## src/rtl/sev_seg_scan_ctrl.sv

```systemverilog
// sev_seg_scan_ctrl: time-multiplexed scan controller for a common-anode display.
// Steps through NUM_DIGITS slots, each a GUARD gap (all anodes off) followed by a SHOW
// window. It presents the active value's nibble for the current slot and drives the
// active-low anode selects.
// Optional build macro: LEADING_ZERO_BLANK_EN keeps digits above the most-significant
// nonzero nibble dark. Digit 0 is always lit.
module sev_seg_scan_ctrl #(
  parameter int unsigned NUM_DIGITS   = 8,
  parameter int unsigned TICK_DIV     = 100000,
  parameter int unsigned GUARD_CYCLES = 4
) (
  input  logic                          BrdClk,
  input  logic                          aReset_n,
  input  logic [4*NUM_DIGITS-1:0]       bValue,
  input  logic                          bLoad,
  input  logic [NUM_DIGITS-1:0]         bDigitEn,
  output logic [3:0]                    bNibble,
  output logic [NUM_DIGITS-1:0]         bDigitSel,
  output logic [$clog2(NUM_DIGITS)-1:0] bDigitIdx,
  output logic                          bFrameDone
);

  localparam int unsigned CntMax = (TICK_DIV > GUARD_CYCLES) ? TICK_DIV : GUARD_CYCLES;
  localparam int unsigned CntW   = $clog2(CntMax + 1);
  localparam int unsigned IdxW   = $clog2(NUM_DIGITS);

  localparam logic [CntW-1:0] GuardLast = CntW'(GUARD_CYCLES - 1);
  localparam logic [CntW-1:0] ShowLast  = CntW'(TICK_DIV - 1);
  localparam logic [IdxW-1:0] LastIdx   = IdxW'(NUM_DIGITS - 1);

  typedef enum logic [0:0] {StGuard, StShow} state_e;

  state_e                       state_q, state_d;
  logic [CntW-1:0]              cnt_q, cnt_d;
  logic [IdxW-1:0]              idx_q, idx_d;
  logic [NUM_DIGITS-1:0][3:0]   active_q, active_d;
  logic [NUM_DIGITS-1:0][3:0]   pending_q, pending_d;
  logic                         pendValid_q, pendValid_d;
  logic                         frameDone_q, frameDone_d;
  logic                         wrap;
  logic [NUM_DIGITS-1:0]        shownMask;

  // Slot sequencing: GUARD for GUARD_CYCLES clocks, then SHOW for TICK_DIV clocks.
  always_comb begin
    state_d = state_q;
    cnt_d   = cnt_q + 1'b1;
    idx_d   = idx_q;
    wrap    = 1'b0;
    unique case (state_q)
      StGuard: begin
        if (cnt_q == GuardLast) begin
          state_d = StShow;
          cnt_d   = '0;
        end
      end
      StShow: begin
        if (cnt_q == ShowLast) begin
          state_d = StGuard;
          cnt_d   = '0;
          wrap    = (idx_q == LastIdx);
          idx_d   = wrap ? '0 : idx_q + 1'b1;
        end
      end
      default: begin
        state_d = StGuard;
        cnt_d   = '0;
        idx_d   = '0;
      end
    endcase
  end

  // Value double-buffer: loads land in pending; active only changes at the frame wrap.
  always_comb begin
    active_d    = active_q;
    pending_d   = pending_q;
    pendValid_d = pendValid_q;
    frameDone_d = wrap;
    if (wrap) begin
      // A load coinciding with the wrap bypasses pending and supersedes it.
      if (bLoad) begin
        active_d = bValue;
      end else if (pendValid_q) begin
        active_d = pending_q;
      end
      pendValid_d = 1'b0;
    end else if (bLoad) begin
      pending_d   = bValue;
      pendValid_d = 1'b1;
    end
  end

`ifdef LEADING_ZERO_BLANK_EN
  // Light a digit only if it or some higher digit of active is nonzero; digit 0 always lit.
  always_comb begin
    logic seenNz;
    seenNz    = 1'b0;
    shownMask = '0;
    for (int i = NUM_DIGITS - 1; i >= 0; i--) begin
      seenNz       = seenNz | (active_q[i] != 4'h0);
      shownMask[i] = seenNz;
    end
    shownMask[0] = 1'b1;
  end
`else
  assign shownMask = '1;
`endif

  // Outputs decoded from current state; the nibble leads the anode by the guard gap.
  always_comb begin
    bDigitSel = '1;
    if (state_q == StShow) begin
      bDigitSel[idx_q] = ~(bDigitEn[idx_q] & shownMask[idx_q]);
    end
    bNibble    = active_q[idx_q];
    bDigitIdx  = idx_q;
    bFrameDone = frameDone_q;
  end

  // State registers with synchronous active-low reset.
  always_ff @(posedge BrdClk) begin
    if (!aReset_n) begin
      state_q     <= StGuard;
      cnt_q       <= '0;
      idx_q       <= '0;
      active_q    <= '0;
      pending_q   <= '0;
      pendValid_q <= 1'b0;
      frameDone_q <= 1'b0;
    end else begin
      state_q     <= state_d;
      cnt_q       <= cnt_d;
      idx_q       <= idx_d;
      active_q    <= active_d;
      pending_q   <= pending_d;
      pendValid_q <= pendValid_d;
      frameDone_q <= frameDone_d;
    end
  end

endmodule

```

## config.mk

```make
export PLATFORM = sky130hd
export DESIGN_NAME = sev_seg_scan_ctrl
export DESIGN_NICKNAME = d
export VERILOG_FILES = /design/src/rtl/sev_seg_scan_ctrl.sv
export SDC_FILE = /design/constraint.sdc
export NUM_CORES = 1
export LEC_CHECK = 0
export CELL_PAD_IN_SITES_DETAIL_PLACEMENT = 0
export CELL_PAD_IN_SITES_GLOBAL_PLACEMENT = 1
export CORE_MARGIN = 4
export CORE_UTILIZATION = 43
export CTS_BUF_LIST = sky130_fd_sc_hd__clkbuf_8
export CTS_CLUSTER_DIAMETER = 80
export DETAILED_ROUTE_END_ITERATION = 7
export PLACE_DENSITY_LB_ADDON = 0.25
export SYNTH_ARGS = -nofsm -noshare
export SYNTH_HDL_FRONTEND = slang
export SYNTH_SLANG_ARGS = --single-unit
```

## constraint.sdc

```tcl
create_clock -name BrdClk -period 2.3 [get_ports BrdClk]
set_input_delay 0.575 -clock BrdClk [delete_from_list [all_inputs] [get_ports BrdClk]]
set_output_delay 0.575 -clock BrdClk [all_outputs]
set_load 0.03 [all_outputs]
```

# Word-level counts from Yosys, hierarchy flattened
# Memories as Yosys holds them, arrays and structs flattened. A register that Yosys moved wholly into a read port is not among the register bits.
# Index checks and enable logic that the tools add are counted.
[word_totals]
register_bits = 87
romBits = 8
out_inout_bits = 16
elab_cells = 63
memories = 1
[mem_list]
columns = ["name", "words", "word_bits", "rd", "rd_clocked_by_memory_dff", "write_ports", "line", "text"]
rows = [
  ["(name not given)", 8, 1, 1, 1, 0, "112", "bDigitSel[idx_q] = ~(bDigitEn[idx_q] & shownMask[idx_q]);"],
]
[classes]
addsub = 2
n_lt_le_gt_ge = 2
n_eq_ne = 3
muxes = 21
bitwise = 7
n_reduce_logical = 6
[op_table]
columns = ["operator", "count"]
rows = [
  ["$mux W32", 2],
  ["$mux W17", 2],
  ["$pmux W17 S2", 1],
  ["$add A17 B1 Y17 const B", 1],
  ["$eq A17 B17 Y1 const B", 1],
  ["$eq A17 B2 Y1 const B", 1],
  ["$bmux W4 S3", 1],
  ["$mux W3", 3],
  ["$mux W8", 1],
  ["$not A8 Y8", 1],
  ["$or A8 B8 Y8", 1],
  ["$mux W1", 7],
  ["$reduce_and A2 Y1", 3],
  ["$lt A3 B4 Y1 const B", 1],
  ["$mux W4", 1],
  ["$not A1 Y1", 4],
  ["$add A3 B1 Y3 const B", 1],
  ["$bmux W1 S3", 1],
  ["$demux W1 S3", 1],
  ["$eq A3 B3 Y1 const B", 1],
  ["$ge A3 B1 Y1 const B", 1],
  ["$pmux W1 S2", 1],
  ["$reduce_bool A2 Y1", 1],
  ["$reduce_or A2 Y1", 1],
  ["2 further kinds", 2],
]

# Logic depth before layout (Yosys ltp)
# Gate-level depths: netlist of run 1.
[depth]
depth_word = 7
depth_mapped = 7
ltp_nobuf = 5

# Worst setup path before layout of run 1
# Ideal clock, no wire load.
[synth_timing]
path_type = "reg2out"
from = "register idx_q[0] (netlist: bDigitIdx[0])"
to = "output port bNibble[2]"
arrival_ns = 1.897
t_required_ns = 1.725
slack_ns = -0.172
path_stages_with_launch = 6
cell_sequence = "dfxtp_1 -> buf_2 -> buf_1 -> mux2_2 -> a21oi_1 -> o221ai_1"
[synth_between]
elab_chain_len = 2
[synth_rtl]
columns = ["item", "line", "text"]
rows = [
  ["start, declared", "35", "logic [IdxW-1:0] idx_q, idx_d;"],
  ["start signal, assigned", "132", "idx_q <= idx_d;"],
  ["$bmux W4 S3", "114", "bNibble = active_q[idx_q];"],
  ["$mux W4 (implied by the code)", "114", ""],
  ["end, declared", "17", "output logic [3:0] bNibble,"],
]
# No other way between the ends. The select of a mux whose other input is x is not followed.

# Worst setup path after layout of run 1
[layout_timing]
from = "register idx_q[0] (netlist: bDigitIdx[0])"
to = "output port bNibble[1]"
# Same word-level chain as after synthesis.

==> results of run 1 <==
[state kept, by name (all words and copies together) (netlist names)]
name,flops
active_q,32
pending_q,32
cnt_q,17
bDigitIdx,3
bFrameDone,1
pendValid_q,1
state_q,1
[routing by layer]
layer  vias to the layer above  routed length [µm]
met2                        63                4770
met3                        12                 422
met5                         -                   0
met1                      1690                5000
li1                       1847                   -
met4                         0                 161
[power breakdown]
| group | total, mW | switching, mW | internal, mW |
|---|---|---|---|
| Clock | 1.11 | 0.575 | 0.537 |
| Combinational | 0.320 | 0.166 | 0.154 |
| Sequential | 1.57 | 0.0267 | 1.55 |
| Total | 3.01 | 0.768 | 2.24 |
[cell usage in the layout (no fill, tap or decap), types with 2 or more instances in the layout]
master           Yosys  routed
o221ai_2             0       2
dfxtp_2              0       2
nor4_1               4       4
and4_1               2       2
clkdlybuf4s50_1      0      42
clkinv_4             0       2
a21oi_1             39      37
buf_4                3      31
o21ai_0              3       3
ha_1                 3       3
mux2_4               0       3
buf_12               0       5
dfxtp_1             87      84
buf_6                4       8
mux2_2               8       5
xor2_1               5       5
nand3_1             11      11
nand4_1              9       9
and4_2               2       2
o221a_2             31      31
buf_2                6       2
nor3b_1             10       9
and3_1               2       2
nor2_1              35      35
nand4b_1             4       4
mux2i_1             32      32
xnor2_1              9       9
nor3_4               1       2
inv_1               36      36
clkbuf_8             1      10
dlymetal6s2s_1       0       2
nor3_1              19      19
nand2_1             73      73
mux4_2               4       4
[layout make-up]
class | instances | area (µm²) | area share
inverters | 36 | 135 | 0.0248
clock buffers | 10 | 138 | 0.0253
repair buffers | 91 | 890 | 0.164
clock inverters | 6 | 68.8 | 0.0127
multi-input cells | 327 | 2290 | 0.422
flip-flops and latches | 87 | 1750 | 0.321
well taps | 133 | 166 | 0.0306
[synth_stat cells, types with 5 or more instances]
master | instances | area (µm²)
clkbuf_1 | 23 | 86.3
nand3_1 | 11 | 55.1
dfxtp_1 | 87 | 1740
nand2_1 | 73 | 274
o221a_2 | 31 | 349
inv_1 | 36 | 135
nand4_1 | 9 | 56.3
nor3b_1 | 10 | 75.1
nor3_1 | 19 | 95.1
a21oi_1 | 39 | 195
mux2_2 | 8 | 90.1
nor2_1 | 35 | 131
mux2i_1 | 32 | 320
xnor2_1 | 9 | 78.8
xor2_1 | 5 | 43.8
buf_2 | 6 | 30.0
[worst paths after layout]
kind	from	end	slack [ns]
max	bDigitIdx[0]	bNibble[1]	-0.16
min	pending_q[1]	pending_q[1]	0.46
max reg2reg	bDigitIdx[0]	active_q[28]	0.09
min reg2reg	pending_q[1]	pending_q[1]	0.46
[repair_timing]
item / 4_1_cts / 5_1_grt
pin swaps: 1 / 3
setup buffers: 3 / 3
endpoints found under the hold margin: 0 / 0
resized for setup: 24 / 12
endpoints found under the setup margin: 39 / 22
gates cloned: 1 / 0
[cells by family after synthesis]
| family | synth area share |
|---|---|
| mux | 0.116 |
| buf+inv | 0.0782 |
| simple gates | 0.215 |
| xor+xnor | 0.0285 |
| compound gates | 0.148 |
| fa+ha+maj | 0.00872 |
| flops | 0.405 |
[tightest hold or removal path, delay by kind of cell (launching register included)]
| family | cells | cell delay [ns] |
|---|---|---|
| and+or+nand+nor | 1 | 0.05 |
| DFF | 1 | 0.31 |
| muxes | 1 | 0.05 |
==> impl_metrics.csv, run 1 <==
group,metric,value,unit
outcome,outcome,"complete, but fails checks",
outcome,violations,"setup timing",
sta,period_share,1.07,
sta,max_slew_margin,0.536,
layout,layout.nets,598,
global_route,met1_usage,0.247,
synth,yosysWarnings,0,
critical_path,critPathRequiredTime,1.73,ns
clock_tree,clock_path_buffers,2,
drt,wirelength,10.4,mm
global_route,grt_pass1_wl,17.3,mm
layout,finish.utilization,0.556,
sta,finalSetupViolations,3,
synth,synthCells,487,
critical_path,cp-start-kind,"flip-flop",
placement,post-place-ws,-0.371,ns
layout,n_antenna_cell,0,
die,rows,36,
critical_path,critPathMaxStageDelay,0.50,ns
global_route,grt.overflow.total,0,
synth,netlist_area,4300,µm²
sta,finalSetupTns,-0.358,ns
layout,drive_gt1_frac,0.228,
global_route,grt_max_degree,98,
placement,place_inst,667,
critical_path,crit_arrival,1.89,ns
clock_tree,hold_buffers,0,
placement,dp_hpwl,6.89,mm
critical_path,crit_type,"flip-flop to primary output",
die,start_util,0.440,
placement,io_buffers,58,
critical_path,cp.depth,5,
synth,ys_async_sr_fraction,0,
critical_path,crit_chain,"buf_6 > buf_6 > mux4_2 > mux2_4 > buf_6",
critical_path,worstSetupEndpointType,"primary output",
synth,syn-num-nets,533,
layout,design_area,5440,µm²
critical_path,crit_path_top_delay_cell,"mux4_2",
run,cap_violations,0,
synth,ys_seq_area_frac,0.405,
die,die_x,108,µm
critical_path,crit_top_cell,"buf_6",
drt,num_vias,3612,
sta,clock.fmax,406,MHz
die,die_height,108,µm
drt,wire_per_inst,15.0,µm
pwr,post-layout-total-power,3.01,mW
synth,syn_avg_cell_area,8.84,µm²
hold_path,hold_path.class,"flip-flop to flip-flop",
sta,period_needed,2.46,ns
sta,rsz0062_at_grt,"true",
layout,syn_to_final_growth,26.4,%
drt,drt_first_pass_iters,4,
clock_tree,clock-sinks,87,
critical_path,path_max_fanout,3,
synth,ys_dominant_reg_cell,"dfxtp_1",
clock_tree,cts_tree,"done",
sta,finClkSkew,0.00926,ns
placement,gp_congestion,0.829,
clock_tree,numCtsBuffers,9,
synth,yosys_register_bits,87,
drt,drc,0,
clock_tree,h-tree-depth,3,
die,die_area,11700,µm²
layout,final_cells,690,
drt,ant_nets,0,
synth,synthDistinctLibCells,47,
die,fp.coreArea,9770,µm²
critical_path,crit_family,"multiplexers",
hold_path,min_path_cells,2,
clock_tree,clockRootBuffer,"clkbuf_8",
die,io_pins,59,
pwr,ir_drop,0.322,mV
sta,postLayoutSetupSlackWorst,-0.162,ns
global_route,grtUsageMet2,0.296,
sta,worst_hold_slack,0.461,ns
drt,drt_iter0_markers,165,
global_route,grt_util_met3,0.0299,
sta,tightest_slew,0.696,ns
critical_path,reg2reg_depth,7,
clock_tree,clk_latency,0.37,ns
layout,fill_cells,892,
global_route,grt_pass1_vias,3570,
clock_tree,clk_pin_slew_worst_paths,0.09,ns
synth,synth_edf_count,0,
global_route,antenna_found_initial,0,
global_route,grt_usage,0.185,
global_route,busiest_layer,"met2",
sta,hold_viol,0,
pwr,p_per_area,553,nW/µm²
drt,drt-vias-per-instance,5.23,
critical_path,cp.buffers_inverters,3,
sta,slew_violations,0,
placement,placed_area,5070,µm²
pwr,leakagePower,2.27,nW
Power figures use the tool's default switching activity.
==> inputs of run 2 (changes only) <==
- SKIP_LAST_GASP: default -> 1
==> impl_metrics.csv, run 2 (same netlist as run 1, synthesis figures left out) <==
group,metric,value,unit
pwr,ir_drop,0.321,mV
drt,drt_first_pass_iters,6,
sta,tightest_slew,0.714,ns
sta,period_needed,2.46,ns
sta,finalSetupViolations,3,
clock_tree,clockRootBuffer,"clkbuf_8",
clock_tree,cts_tree,"done",
hold_path,hold_path.class,"flip-flop to flip-flop",
layout,final_common_cell,"dfxtp_1",
drt,drt_iter0_markers,200,
clock_tree,hold_buffers,0,
die,die_height,108,µm
sta,slew_violations,0,
placement,io_buffers,58,
drt,wirelength,10.3,mm
critical_path,crit_arrival,1.88,ns
placement,dp_hpwl,6.89,mm
critical_path,critPathRequiredTime,1.73,ns
drt,num_vias,3608,
sta,finalSetupTns,-0.402,ns
global_route,antenna_found_initial,0,
critical_path,cp-start-kind,"flip-flop",
critical_path,worstSetupEndpointType,"primary output",
critical_path,crit_start,"bDigitIdx[0]",
die,fp.coreArea,9770,µm²
drt,drt-vias-per-instance,5.24,
run,cap_violations,0,
layout,design_area,5400,µm²
sta,hold_viol,0,
drt,drc,0,
pwr,p_per_area,557,nW/µm²
clock_tree,h-tree-depth,3,
critical_path,crit_type,"flip-flop to primary output",
outcome,outcome,"complete, but fails checks",
die,rows,36,
die,die_area,11700,µm²
outcome,violations,"setup timing",
pwr,leakagePower,2.26,nW
critical_path,path_max_fanout,3,
sta,postLayoutSetupSlackWorst,-0.156,ns
die,start_util,0.440,
layout,syn_to_final_growth,25.5,%
sta,clock.fmax,407,MHz
global_route,grt.overflow.total,0,
clock_tree,clk_latency,0.37,ns
clock_tree,clk_pin_slew_worst_paths,0.09,ns
global_route,grt_usage,0.184,
sta,rsz0062_at_grt,"true",
layout,layout.nets,597,
clock_tree,numCtsBuffers,9,
placement,placed_area,5070,µm²
global_route,grt_pass1_wl,17.2,mm
placement,gp_congestion,0.829,
clock_tree,clock-sinks,87,
die,io_pins,59,
sta,max_slew_margin,0.524,
drt,ant_nets,0,
hold_path,min_path_cells,2,
critical_path,reg2reg_depth,7,
layout,final_cell_mix,"84 x dfxtp_1, 73 x nand2_1, 42 x clkdlybuf4s50_1",
global_route,grt_pass1_vias,3565,
die,die_x,108,µm
clock_tree,clock_path_buffers,2,
sta,period_share,1.07,
hold_path,min_from,"pending_q[1]",
global_route,grt_max_degree,98,
layout,drive_gt1_frac,0.225,
sta,finClkSkew,0.00965,ns
layout,n_antenna_cell,0,
drt,wire_per_inst,14.9,µm
layout,top_regs,"active_q: 32 flops, pending_q: 32 flops, cnt_q: 17 flops",
critical_path,r2r_start,"bDigitIdx[0]",
==> run 2: metal layers <==
metal | GRT usage | vias to the layer above | wire [µm] | part of all wire
li1 | - | 1853 | - | -
met1 | 0.247 | 1675 | 5000 | 0.49
met2 | 0.295 | 64 | 4700 | 0.46
met3 | 0.0310 | 16 | 404 | 0.039
met4 | 0.0775 | 0 | 191 | 0.019
met5 | 0 | - | 0 | 0
==> run 2: final cells by class <==
cell class,instances,area [µm²]
fillers,895,4370
inverters,36,135
well taps,133,166
flip-flops and latches,87,1750
clock buffers,10,138
clock inverters,6,68.8
multi-input cells,327,2270
repair buffers,90,875
==> run 2: path summary, 6_finish.rpt <==
check / to / slack, ns
worst max register to register: active_q[28] / 0.12
worst min-delay path: pending_q[1] / 0.46
worst min register to register: pending_q[1] / 0.46
worst max-delay path: bNibble[1] / -0.16
==> run 2: report_power, final <==
group / internal [mW] / total, mW / switching, mW
logic: 0.154 / 0.320 / 0.166
clock network: 0.537 / 1.11 / 0.577
registers: 1.55 / 1.57 / 0.0266
==> run 2: timing repair <==
action                                 in CTS  in global routing
setup buffers                               3                  2
endpoints found under the hold margin       0                  0
gates resized for setup                    19                 11
setup endpoints to repair                  39                 22
pin swaps                                   1                  2
cloned                                      1                  0
==> run 2: metrics by stage <==
step                      hold WS (ns)  std cells  setup slack (ns)  power (mW)   util
final                            0.461        689            -0.156        3.01  0.553
after global routing             0.484        689            -0.213        3.14  0.553
after CTS                        0.464        687            -0.185        3.04  0.549
after detailed placement         0.450        667            -0.371        1.93  0.519
after global placement           0.443        667            -0.268        1.93  0.519
after floorplan                  0.435        487            0.0427        1.80      -
==> run 2: worst max-delay path: stages, from the launching register on <==
cell	delay [ns]
dfxtp_4	0.39
buf_6	0.11
buf_6	0.11
mux4_2	0.48
mux2_4	0.29
buf_6	0.14
==> inputs of run 3 (changes only) <==
- PLACE_DENSITY_LB_ADDON: 0.25 -> 0.1
==> impl_metrics.csv, run 3 (same netlist as run 1, synthesis figures left out) <==
group,metric,value,unit
outcome,outcome,"complete, but fails checks",
outcome,violations,"setup timing",
sta,finalSetupViolations,4,
layout,final_cells,685,
sta,tightest_slew,0.449,ns
layout,final_cell_mix,"86 x dfxtp_1, 72 x nand2_1, 42 x clkdlybuf4s50_1",
global_route,grt_pass1_vias,3521,
layout,n_antenna_cell,0,
drt,drt_iter0_markers,115,
critical_path,timing.rr.end,"pending_q[17]",
clock_tree,clock_path_buffers,2,
die,fp.coreArea,9770,µm²
die,start_util,0.440,
sta,finalSetupTns,-0.381,ns
sta,clock.fmax,410,MHz
die,die_x,108,µm
sta,rsz0062_at_grt,"true",
critical_path,crit_arrival,1.87,ns
sta,hold_viol,0,
layout,top_regs,"active_q: 32 flops, pending_q: 32 flops, cnt_q: 17 flops",
sta,period_needed,2.44,ns
sta,max_slew_margin,0.698,
pwr,post-layout-total-power,3.09,mW
drt,ant_nets,0,
pwr,p_per_area,577,nW/µm²
layout,fill_cells,921,
sta,period_share,1.06,
global_route,grt_usage,0.191,
critical_path,worstSetupEndpointType,"primary output",
drt,drt_first_pass_iters,4,
critical_path,crit_start,"bDigitIdx[0]",
die,io_pins,59,
drt,drc,0,
clock_tree,hold_buffers,0,
pwr,ir_drop,0.410,mV
hold_path,hold_path.class,"flip-flop to flip-flop",
drt,wirelength,10.4,mm
clock_tree,numCtsBuffers,9,
run,cap_violations,0,
clock_tree,cts_tree,"done",
die,die_area,11700,µm²
drt,num_vias,3641,
die,rows,36,
global_route,grt_max_degree,37,
critical_path,crit_type,"flip-flop to primary output",
global_route,grt.overflow.total,0,
drt,wire_per_inst,15.1,µm
placement,gp_congestion,0.797,
clock_tree,clockRootBuffer,"clkbuf_8",
critical_path,cp-start-kind,"flip-flop",
critical_path,endpoint,"bNibble[1]",
layout,design_area,5370,µm²
global_route,antenna_found_initial,0,
layout,syn_to_final_growth,24.7,%
placement,dp_hpwl,7.16,mm
placement,place_inst,663,
sta,slew_violations,0,
global_route,grt_pass1_wl,17.6,mm
layout,drive_gt1_frac,0.217,
clock_tree,h-tree-depth,3,
placement,io_buffers,58,
critical_path,critPathRequiredTime,1.73,ns
drt,drt-vias-per-instance,5.32,
layout,layout.nets,593,
clock_tree,clk_pin_slew_worst_paths,0.09,ns
clock_tree,clock-sinks,87,
pwr,leakagePower,2.22,nW
clock_tree,clk_latency,0.37,ns
critical_path,path_max_fanout,4,
critical_path,worst-r2r-setup-slack,0.22,ns
sta,postLayoutSetupSlackWorst,-0.142,ns
critical_path,r2r_start,"bDigitIdx[0]",
sta,finClkSkew,0.00800,ns
critical_path,reg2reg_depth,8,
layout,final_common_cell,"dfxtp_1",
sta,worst_hold_slack,0.461,ns
placement,placed_area,5050,µm²
die,die_height,108,µm
==> run 3: through the flow <==
step            util  worst slack, ns
6_report       0.549           -0.142
5_1_grt        0.549           -0.213
4_1_cts        0.547           -0.166
3_5_place_dp   0.516           -0.266
3_3_place_gp   0.516           -0.256
2_1_floorplan      -           0.0427
==> run 3: worst min path at each step <==
stage / from / to / cells past startpoint
2_1_floorplan: pending_q[10] / pending_q[10] / 2
3_3_place_gp: pending_q[20] / pending_q[20] / 2
3_5_place_dp: pending_q[27] / pending_q[27] / 2
4_1_cts: pending_q[8] / pending_q[8] / 2
5_1_grt: pending_q[1] / pending_q[1] / 2
6_report: pending_q[3] / pending_q[3] / 2
==> run 3: power breakdown <==
part           internal, mW  switching, mW
clock network         0.662          0.545
registers              1.55         0.0264
logic                 0.150          0.163
==> run 3: cell type report <==
class	instances	area, µm²	share of cell area
inverter	36	135	0.0252
timing repair buffer	87	820	0.153
clock buffer	11	151	0.0282
sequential	87	1750	0.325
multi-input combinational	326	2280	0.424
tap	133	166	0.0310
clock inverter	5	72.6	0.0135
==> run 3: per-layer routing <==
layer,global-route usage,part of all wire
met3,0.0591,0.056
met5,0,0
met2,0.307,0.47
met1,0.251,0.47
met4,0.0478,0.0097
==> run 3: worst max-delay path, cell delays in order, from the launching register on <==
cell	delay, ns
dfxtp_4	0.38
buf_12	0.10
buf_8	0.10
mux4_2	0.49
mux2_4	0.29
buf_6	0.14
==> run 3: repair_timing <==
| action | CTS | global route |
|---|---|---|
| endpoints found under the hold margin | 0 | 0 |
| cloned | 1 | 0 |
| endpoints found under the setup margin | 6 | 6 |
| pin swaps | 0 | 5 |
| resized for setup | 28 | 14 |
| buffers inserted | 3 | 3 |
